`src/rtl/instr_fetch.sv`:
```
// instr_fetch: PC register, fetch FSM and instruction register with branch/jump redirect, stall and halt
module instr_fetch #(
  parameter logic [31:0] RESET_PC = 32'h00000000
) (
  input  logic        clk,
  input  logic        reset,
  output logic [31:0] InstrAddr,
  input  logic [31:0] Instruction,
  input  logic        stall,
  input  logic        halt,
  input  logic        br_taken,
  input  logic [31:0] br_target,
  input  logic        jump,
  input  logic [25:0] jidx,
  output logic [31:0] instr_out,
  output logic [31:0] pc_out,
  output logic [31:0] pc_plus4,
  output logic        valid,
  output logic        misalign
);
  typedef enum logic [1:0] {BOOT, RUN, HALTED} state_t;
  state_t state, state_nx;
  logic [31:0] pc, pc_nx, instr_nx, pc_out_nx;
  logic valid_nx, misalign_nx;
  assign InstrAddr = pc;
  assign pc_plus4 = pc_out + 32'd4;
  always_comb begin
    state_nx = state;
    pc_nx = pc;
    instr_nx = instr_out;
    pc_out_nx = pc_out;
    valid_nx = valid;
    misalign_nx = misalign;
    if (state != HALTED) begin
      if (halt) begin
        state_nx = HALTED;
        valid_nx = 1'b0;
      end else if (valid && br_taken) begin
        pc_nx = {br_target[31:2], 2'b00};
        valid_nx = 1'b0;
        misalign_nx = misalign | (|br_target[1:0]);
      end else if (valid && jump) begin
        pc_nx = {pc_plus4[31:28], jidx, 2'b00};
        valid_nx = 1'b0;
      end else if (!stall) begin
        instr_nx = Instruction;
        pc_out_nx = pc;
        valid_nx = 1'b1;
        pc_nx = pc + 32'd4;
        state_nx = RUN;
      end
    end
  end
  always_ff @(posedge clk) begin
    if (reset) begin
      state <= BOOT;
      pc <= RESET_PC;
      instr_out <= '0;
      pc_out <= '0;
      valid <= 1'b0;
      misalign <= 1'b0;
    end else begin
      state <= state_nx;
      pc <= pc_nx;
      instr_out <= instr_nx;
      pc_out <= pc_out_nx;
      valid <= valid_nx;
      misalign <= misalign_nx;
    end
  end
endmodule

```
`config.mk`:
```
export PLATFORM = sky130hd
export DESIGN_NAME = instr_fetch
export DESIGN_NICKNAME = d
export VERILOG_FILES = /design/src/rtl/instr_fetch.sv
export SDC_FILE = /design/constraint.sdc
export NUM_CORES = 1
export LEC_CHECK = 0
export CORE_MARGIN = 4
export CORE_UTILIZATION = 38
export CTS_CLUSTER_SIZE = 30
export DETAILED_ROUTE_END_ITERATION = 8
export PLACE_DENSITY_LB_ADDON = 0.05
export RECOVER_POWER = 100
export SLEW_MARGIN = 20
export SYNTH_ARGS = -nofsm -noshare
export SYNTH_HDL_FRONTEND = slang
export SYNTH_SLANG_ARGS = --single-unit
```
`constraint.sdc`:
```
create_clock -name clk -period 1.95 [get_ports clk]
set_input_delay 0.39 -clock clk [delete_from_list [all_inputs] [get_ports clk]]
set_output_delay 0.39 -clock clk [all_outputs]
set_load 0.05 [all_outputs]
```
==> results.sh, run 1 <==
export IMPL_status="finished, violations left"
export IMPL_violations="negative setup slack"
export IMPL_hold_depth=2
export IMPL_clock_latency_ns=0.36
export IMPL_syn_area_per_cell_um2=7.33
export IMPL_final_area_mm2=0.00955
export IMPL_fin_skew_ns=0.00972
export IMPL_netlist_area_mm2=0.00503
export IMPL_p_sw_share_pct=30.4
export IMPL_tightest_slew_ns=0.648
export IMPL_grt_util_met1_pct=33.9
export IMPL_syn_inst=686
export IMPL_intPower_mw=3.48
export IMPL_post_route_min_period_ns=2.55
export IMPL_cts_made_buffers=9
export IMPL_place_area_mm2=0.00892
export IMPL_setup_worst_path_end="pc_plus4[27]"
export IMPL_finalHoldViolations=0
export IMPL_grt_pass1_vias=6204
export IMPL_dr_pass1_iters=5
export IMPL_ys_ff_latch=96
export IMPL_cts_buffer_depth=2
export IMPL_drt_total_wl_um=20700
export IMPL_post_synth_main_area_contributors="dfxtp_1, nand2_1, a21oi_1, nor2_1, xnor2_1"
export IMPL_rsz0062_at_grt="yes"
export IMPL_track_usage_pct=26.7
export IMPL_synth_top_area_share_pct=38.2
export IMPL_pwr_share_comb_pct=22.1
export IMPL_r2r_cells=9
export IMPL_clock_fmax_mhz=392
export IMPL_cp_max_fo=3
export IMPL_ios=226
export IMPL_setup_viol=29
export IMPL_finalWorstSetupSlack_ns=-0.600
export IMPL_peakVddDrop_v=0.000428
export IMPL_end_kind="output port"
export IMPL_fin_cells=1160
export IMPL_cts_tree="done"
export IMPL_clk_pin_slew_ns=0.07
export IMPL_synth_top_area_cell="dfxtp_1"
export IMPL_ys_seq_area_share_pct=38.2
export IMPL_grt_pass1_wl_um=31700
export IMPL_busiest_layer="met2"
export IMPL_seq_power_share_pct=41.2
export IMPL_dp_hpwl_um=15200
export IMPL_crit_chain="nand2_2, or4_4, nor3_4, nand3_2, xnor2_4, buf_12"
export IMPL_r2r_slack_ns=-0.13
export IMPL_use_met3_pct=5.99
export IMPL_drive_gt1_share_pct=33.8
export IMPL_core_mm2=0.0128
export IMPL_grt_max_degree=38
export IMPL_layout_nets=1080
export IMPL_cts_sinks=96
export IMPL_fin_crit_sh_pct=131
export IMPL_clockPowerShare_pct=36.7
export IMPL_antenna_found_initial=0
export IMPL_cp_slowest_stage_delay_ns=0.61
export IMPL_p_total_mw=4.99
export IMPL_drc_errors=0
export IMPL_h_tree_depth=3
export IMPL_required_ns=1.56
export IMPL_leakagePower_nw=3.80
export IMPL_dp_cells=1134
export IMPL_min_path_type="flop to flop"
export IMPL_slew_headroom_pct=57.0
export IMPL_grt_util_met2_pct=44.9
export IMPL_rows=41
export IMPL_start_util_pct=39.4
export IMPL_fillCellCount=931
export IMPL_path_class="flop to output port"
export IMPL_critPathSlowestCell="or4_4"
export IMPL_routedWlPerCell_um=17.8
export IMPL_synth_edf_count=0
export IMPL_ant_nets=0
export IMPL_arrival_ns=2.16
export IMPL_area_delta_synth_final_pct=89.7
export IMPL_fp_dieArea_mm2=0.0151
export IMPL_synth_cell_types=51
export IMPL_viasPerCell=5.39
export IMPL_r2r_end="InstrAddr[28]"
export IMPL_ys_warnings_count=0
export IMPL_final_util_pct=74.7
export IMPL_layout_common_cells="nand2_1, buf_4, clkdlybuf4s50_1, a21oi_1, nor2_1"
export IMPL_maxCapViolCount=0
export IMPL_dieHeight_um=123
export IMPL_grt_ovfl_total=0
export IMPL_power_density_mw_per_mm2=523
export IMPL_r2r_start="pc_out[17]"
export IMPL_switchingPower_mw=1.51
export IMPL_vias=6250
export IMPL_drt_iter0_markers=464
export IMPL_die_x_um=123
export IMPL_place_congestion=0.866
export IMPL_crit_path_start_kind="flop"
export IMPL_cp_startpoint="pc_out[19]"
export IMPL_clockRootBuffer="clkbuf_16"
export IMPL_synth_ff_type="dfxtp_1"
export IMPL_slew_violations=0
export IMPL_async_flop_share_pct=0
export IMPL_port_buffers=219
export IMPL_layout_commonest_cell="nand2_1"
how the worst min path moves through the flow:
stage                        from            end  slack, ns
CTS                 instr_out[12]  instr_out[12]       0.46
floorplan                state[0]       state[0]       0.47
detailed placement  instr_out[12]  instr_out[12]       0.45
global route        instr_out[12]  instr_out[12]       0.47
global placement    instr_out[30]  instr_out[30]       0.44
finish              instr_out[28]  instr_out[28]       0.45
worst max-delay path, delay by kind of cell, from the launching register on:
kind / cells / cell delay, ns
simple gates: 4 / 1.09
buf+inv: 1 / 0.15
flops: 1 / 0.36
xor+xnor: 1 / 0.21
flip-flops by register name, summed over array words and instances (netlist names):
name	flops
state	2
valid	1
InstrAddr	30
pc_out	30
instr_out	32
misalign	1
through the flow:
step / setup slack, ns / setup TNS, ns / hold slack, ns
finish: -0.600 / -10.00 / 0.454
detailed placement: -0.203 / -5.87 / 0.447
CTS: -0.544 / -10.76 / 0.457
floorplan: -0.379 / -4.05 / 0.469
global placement: -0.159 / -3.12 / 0.441
global route: -0.686 / -12.48 / 0.471
area by class of cell:
| class | instances | area [um^2] | area share [%] |
|---|---|---|---|
| diodes | 1 | 2.50 | 0.0262 |
| clock inverters | 7 | 76.3 | 0.800 |
| inverters | 3 | 11.3 | 0.118 |
| flip-flops and latches | 96 | 2050 | 21.5 |
| well taps | 172 | 215 | 2.25 |
| repair buffers | 335 | 3310 | 34.7 |
| clock buffers | 9 | 225 | 2.36 |
| multi-input cells | 537 | 3650 | 38.2 |
cells in the mapped netlist (11+ instances only):
cell type  instances
a21oi_1           84
xnor2_1           21
nand2_1          165
a211oi_1          13
nand4_1           13
clkbuf_1          42
o21ai_0           20
dfxtp_1           96
nand3_1           29
nor3_1            18
xor2_1            11
nor2_1            52
layer usage:
metal	vias to the layer above	part of all wire [%]
met5	-	0
met1	2914	41
met2	288	50
li1	3010	-
met4	0	1.9
met3	38	7.4
power by group through the flow:
stage / Combinational [mW] / Sequential (mW) / Clock, mW
final: 1.10 / 2.06 / 1.83
after global routing: 1.17 / 2.07 / 1.95
after detailed placement: 1.10 / 2.10 / 0
after CTS: 1.11 / 2.06 / 1.86
after global placement: 1.08 / 2.10 / 0
after floorplan: 0.363 / 2.31 / 0
repair_timing:
item	CTS	global route
cloned	0	0
setup endpoints to repair	30	34
gates resized for setup	42	16
hold buffers	0	0
buffers inserted	7	5
pin swaps	26	13
cells by family (layout without fill, tap and decap cells):
family                     count (synthesis)  count (layout)  share of synthesized area, %
AOI/OAI and AO/OA                        174             174                          20.8
xor gates and xnor gates                  32              32                          5.57
adders and majority gates                  2               2                         0.497
buffers and inverters                     58             354                          4.92
DFF                                       96              96                          38.2
muxes                                      1               1                         0.199
other                                      1               7                        0.0745
and+or+nand+nor                          322             322                          29.7
No activity file was read; power rests on OpenSTA's default activity.
==> run 2: changes to the inputs <==
--- a/config.mk
+++ b/config.mk
@@ -5,8 +5,8 @@
 export SDC_FILE = /design/constraint.sdc
 export NUM_CORES = 1
 export LEC_CHECK = 0
-export CORE_MARGIN = 4
-export CORE_UTILIZATION = 38
+export CORE_MARGIN = 2
+export CORE_UTILIZATION = 31
 export CTS_CLUSTER_SIZE = 30
 export DETAILED_ROUTE_END_ITERATION = 8
 export PLACE_DENSITY_LB_ADDON = 0.05
==> run 2 against run 1 <==
The flow still finishes with violations (negative setup slack). Maximum frequency rose by 4.0%. Critical path depth unchanged. Critical endpoint unchanged. Die area increased by 14%. Clock power down 9%. Non-clock buffer count is 1 lower. Sequential power is essentially flat. Worst setup slack improved by 0.098 ns. Global-route usage is 3.6 points lower. Final area shrank 0.10%. Highest routed layer unchanged. Power shrank 3.4%. Sequential share of layout area about the same.
==> results.sh, run 2 (synthesis results as in run 1) <==
export IMPL_status="finished, violations left"
export IMPL_violations="negative setup slack"
export IMPL_grt_ovfl_total=0
export IMPL_power_density_mw_per_mm2=506
export IMPL_arrival_ns=2.06
export IMPL_post_route_min_period_ns=2.45
export IMPL_rows=46
export IMPL_drive_gt1_share_pct=34.2
export IMPL_maxCapViolCount=0
export IMPL_vias=6072
export IMPL_clk_pin_slew_ns=0.07
export IMPL_drc_errors=0
export IMPL_min_path_type="input port to flop"
export IMPL_fin_skew_ns=0.00713
export IMPL_finalWorstSetupSlack_ns=-0.502
export IMPL_cts_buffer_depth=2
export IMPL_dr_pass1_iters=5
export IMPL_layout_commonest_cell="nand2_1"
export IMPL_cp_max_fo=3
export IMPL_fin_crit_sh_pct=126
export IMPL_cts_made_buffers=9
export IMPL_cts_sinks=96
export IMPL_setup_viol=24
export IMPL_ios=226
export IMPL_port_buffers=219
export IMPL_finalHoldViolations=0
export IMPL_leakagePower_nw=3.76
export IMPL_dieHeight_um=131
export IMPL_rsz0062_at_grt="yes"
export IMPL_fp_dieArea_mm2=0.0173
export IMPL_grt_pass1_vias=5844
export IMPL_viasPerCell=5.05
export IMPL_preCtsSetupSlack_ns=-0.202
export IMPL_grt_pass1_wl_um=32000
export IMPL_diodes=0
export IMPL_p_total_mw=4.82
export IMPL_largest_register="instr_out"
export IMPL_end_kind="output port"
export IMPL_start_util_pct=31.7
export IMPL_routedWlPerCell_um=16.9
export IMPL_area_delta_synth_final_pct=89.5
export IMPL_dp_hpwl_um=15700
export IMPL_drt_total_wl_um=20300
export IMPL_crit_path_start_kind="flop"
export IMPL_slew_headroom_pct=56.4
export IMPL_ant_nets=0
export IMPL_die_x_um=131
export IMPL_critPathSlowestCell="or4_4"
export IMPL_place_congestion=0.866
export IMPL_h_tree_depth=3
export IMPL_clockRootBuffer="clkbuf_16"
export IMPL_tightest_slew_ns=0.657
export IMPL_track_usage_pct=23.2
export IMPL_grt_max_degree=45
export IMPL_drt_iter0_markers=312
export IMPL_required_ns=1.56
export IMPL_clock_fmax_mhz=408
export IMPL_slew_violations=0
export IMPL_layout_nets=1079
export IMPL_core_mm2=0.0159
export IMPL_layout_common_cells="nand2_1, buf_4, clkdlybuf4s50_1, a21oi_1, nor2_1"
export IMPL_cp_slowest_stage_delay_ns=0.55
export IMPL_antenna_found_initial=0
export IMPL_cts_tree="done"
export IMPL_clock_latency_ns=0.35
export IMPL_peakVddDrop_v=0.000397
export IMPL_crit_chain="nand4_4, or4_4, nor3_4, nand3_2, xnor2_4, buf_12"
export IMPL_largest_reg_flops=32
export IMPL_hold_ws_ns=0.419
export IMPL_path_class="flop to output port"
## run 2: report_power, final
part	switching, mW	internal (mW)
sequential	0.0599	2.00
combinational	0.630	0.465
clock	0.798	0.871
## run 2: metal layers
metal / GRT usage [%] / vias to the layer above / routed length [um]
met2: 38.5 / 198 / 9790
met1: 30.8 / 2856 / 8820
met4: 6.70 / 0 / 367
li1: - / 2998 / -
met3: 4.32 / 20 / 1300
met5: 0 / - / 0
## run 2: final cells by class
type	instances	area, um^2
fill	1399	6350
multi-input combinational	537	3640
timing repair buffer	334	3290
sequential	96	2050
tap	216	270
clock buffer	10	229
clock inverter	6	41.3
inverter	3	11.3
## run 2: per-stage QoR
step / setup TNS (ns) / cell area [um^2] / utilization, % / instances
floorplan: -4.05 / 5700 / - / 691
global placement: -9.09 / 8990 / 56.6 / 1181
detailed placement: -11.43 / 8990 / 56.6 / 1181
CTS: -8.53 / 9410 / 59.3 / 1197
global route: -11.46 / 9540 / 60.0 / 1202
finish: -8.23 / 9540 / 60.0 / 1202
## run 2: repair_timing
action | CTS | global route
pin swaps | 20 | 11
setup endpoints to repair | 30 | 35
setup buffers | 3 | 8
hold buffers | 0 | 0
resized for setup | 35 | 24
## run 2: worst max-delay path, delay by kind of cell (launching register included)
family,cells,cell delay [ns]
and+or+nand+nor,4,1.01
DFF,1,0.36
xor gates and xnor gates,1,0.20
buffers and inverters,1,0.15
## run 2: final timing paths
check / from / to / slack, ns / depth (start not counted)
worst min register to register: instr_out[6] / instr_out[6] / 0.45 / 2
worst max-delay path: pc_out[17] / pc_plus4[27] / -0.50 / 6
worst max register to register: pc_out[17] / InstrAddr[29] / 0.01 / 7
worst min-delay path: reset / misalign / 0.42 / 2
==> run 3: changes to the inputs <==
--- a/config.mk
+++ b/config.mk
@@ -6,7 +6,7 @@
 export NUM_CORES = 1
 export LEC_CHECK = 0
 export CORE_MARGIN = 2
-export CORE_UTILIZATION = 31
+export CORE_UTILIZATION = 38
 export CTS_CLUSTER_SIZE = 30
 export DETAILED_ROUTE_END_ITERATION = 8
 export PLACE_DENSITY_LB_ADDON = 0.05
==> run 3 against run 2 <==
The flow still finishes with violations (negative setup slack). Non-clock buffer count is 5 lower. Maximum frequency is 1.7% lower. Die area is 18% lower. Via count is 1.3% higher. Highest routed layer unchanged.
==> results.sh, run 3 (synthesis results as in run 1) <==
export IMPL_preCtsSetupSlack_ns=-0.199
export IMPL_hold_depth=2
export IMPL_clockRootBuffer="clkbuf_16"
export IMPL_violations="negative setup slack"
export IMPL_grt_max_degree=47
export IMPL_antenna_found_initial=0
export IMPL_hold_start="reset"
export IMPL_fin_skew_ns=0.00824
export IMPL_path_class="flop to output port"
export IMPL_cts_buffer_depth=2
export IMPL_routedWlPerCell_um=16.8
export IMPL_core_mm2=0.0131
export IMPL_required_ns=1.56
export IMPL_min_path_type="input port to flop"
export IMPL_r2r_slack_ns=-0.28
export IMPL_finalWorstSetupSlack_ns=-0.543
export IMPL_r2r_cells=10
export IMPL_track_usage_pct=27.0
export IMPL_largest_register="instr_out"
export IMPL_largest_reg_flops=32
export IMPL_min_to="pc_out[24]"
export IMPL_arrival_ns=2.10
export IMPL_drive_gt1_share_pct=33.5
export IMPL_slew_violations=0
export IMPL_dp_hpwl_um=14500
export IMPL_vias=6150
export IMPL_cts_tree="done"
export IMPL_maxCapViolCount=0
export IMPL_r2r_start="pc_out[17]"
export IMPL_drt_iter0_markers=302
export IMPL_clock_latency_ns=0.35
export IMPL_dr_pass1_iters=5
export IMPL_critPathSlowestCell="or4_4"
export IMPL_clk_pin_slew_ns=0.07
export IMPL_die_x_um=119
export IMPL_fin_crit_sh_pct=128
export IMPL_setup_viol=28
export IMPL_fp_dieArea_mm2=0.0142
export IMPL_dieHeight_um=119
export IMPL_rsz0062_at_grt="yes"
export IMPL_h_tree_depth=3
export IMPL_leakagePower_nw=3.74
export IMPL_r2r_end="InstrAddr[31]"
export IMPL_end_kind="output port"
export IMPL_cts_made_buffers=9
export IMPL_peakVddDrop_v=0.000449
export IMPL_ant_nets=0
export IMPL_power_density_mw_per_mm2=527
export IMPL_slew_headroom_pct=55.3
export IMPL_start_util_pct=38.4
export IMPL_ios=226
export IMPL_crit_path_start_kind="flop"
export IMPL_finalHoldViolations=0
export IMPL_layout_nets=1074
export IMPL_area_delta_synth_final_pct=88.5
export IMPL_grt_pass1_wl_um=30800
export IMPL_grt_pass1_vias=5999
export IMPL_cts_sinks=96
export IMPL_viasPerCell=5.32
export IMPL_final_area_mm2=0.00949
export IMPL_p_total_mw=5.00
export IMPL_place_area_mm2=0.00885
export IMPL_crit_chain="nand4_4, or4_4, nor3_4, nand3_2, xnor2_4, buf_12"
export IMPL_drt_total_wl_um=19400
export IMPL_grt_ovfl_total=0
export IMPL_layout_common_cells="nand2_1, buf_4, clkdlybuf4s50_1, a21oi_1, nor2_1"
export IMPL_cp_max_fo=3
export IMPL_clock_fmax_mhz=401
export IMPL_drc_errors=0
export IMPL_post_route_min_period_ns=2.49
export IMPL_cp_slowest_stage_delay_ns=0.57
export IMPL_status="finished, violations left"
export IMPL_port_buffers=219
export IMPL_setup_tns_ns=-9.72
export IMPL_diodes=0
export IMPL_layout_commonest_cell="nand2_1"
export IMPL_fillCellCount=1007
export IMPL_rows=42
export IMPL_tightest_slew_ns=0.673
export IMPL_place_congestion=0.846
## run 3: repair_timing
item | in CTS | in global routing
pin swaps | 18 | 14
gates resized for setup | 39 | 24
hold buffers | 0 | 0
setup buffers | 4 | 9
endpoints found under the setup margin | 30 | 32
## run 3: how the worst max path moves through the flow
stage                     depth (start not counted)  startpoint  slack [ns]           end
after floorplan                                   5   pc_out[4]       -0.38  pc_plus4[17]
after global placement                            8   pc_out[6]       -0.15  pc_plus4[21]
after detailed placement                          7    br_taken       -0.20  instr_out[3]
after CTS                                         6  pc_out[17]       -0.53  pc_plus4[27]
after global routing                              6  pc_out[17]       -0.62  pc_plus4[27]
final                                             6  pc_out[17]       -0.54  pc_plus4[27]
## run 3: per-layer routing
metal | up-vias | part of all wire, % | GRT usage [%]
met2 | 232 | 50 | 46.2
met5 | - | 0 | 0
li1 | 2987 | - | -
met4 | 0 | 1.7 | 8.71
met3 | 25 | 6.9 | 5.22
met1 | 2906 | 41 | 34.2
## run 3: worst max-delay path, delay by kind of cell (launching register included)
family,cells,cell delay (ns)
AND/OR/NAND/NOR,4,1.04
flip-flops,1,0.36
XOR/XNOR,1,0.21
buffers and inverters,1,0.15
## run 3: through the flow
stage | cells | hold WS [ns] | utilization, %
after floorplan | 691 | 0.469 | -
after global placement | 1133 | 0.441 | 67.6
after detailed placement | 1133 | 0.449 | 67.6
after CTS | 1149 | 0.433 | 71.3
after global routing | 1156 | 0.447 | 72.5
final | 1156 | 0.449 | 72.5
## run 3: area by class of cell
type                            count  area (um^2)  area share [%]
Sequential cell                    96         2050            21.6
Tap cell                          176          220            2.32
Clock buffer                       11          264            2.78
Inverter                            3         11.3           0.119
Clock inverter                      4         50.0           0.528
Multi-Input combinational cell    537         3650            38.5
Timing Repair Buffer              329         3240            34.1
## run 3: power breakdown
group          leakage (nW)  total (mW)  switching (mW)  internal, mW
logic                  2.77        1.08           0.625         0.459
registers             0.811        2.06          0.0580          2.00
clock network         0.157        1.86           0.759          1.10
total                  3.74        5.00            1.44          3.56
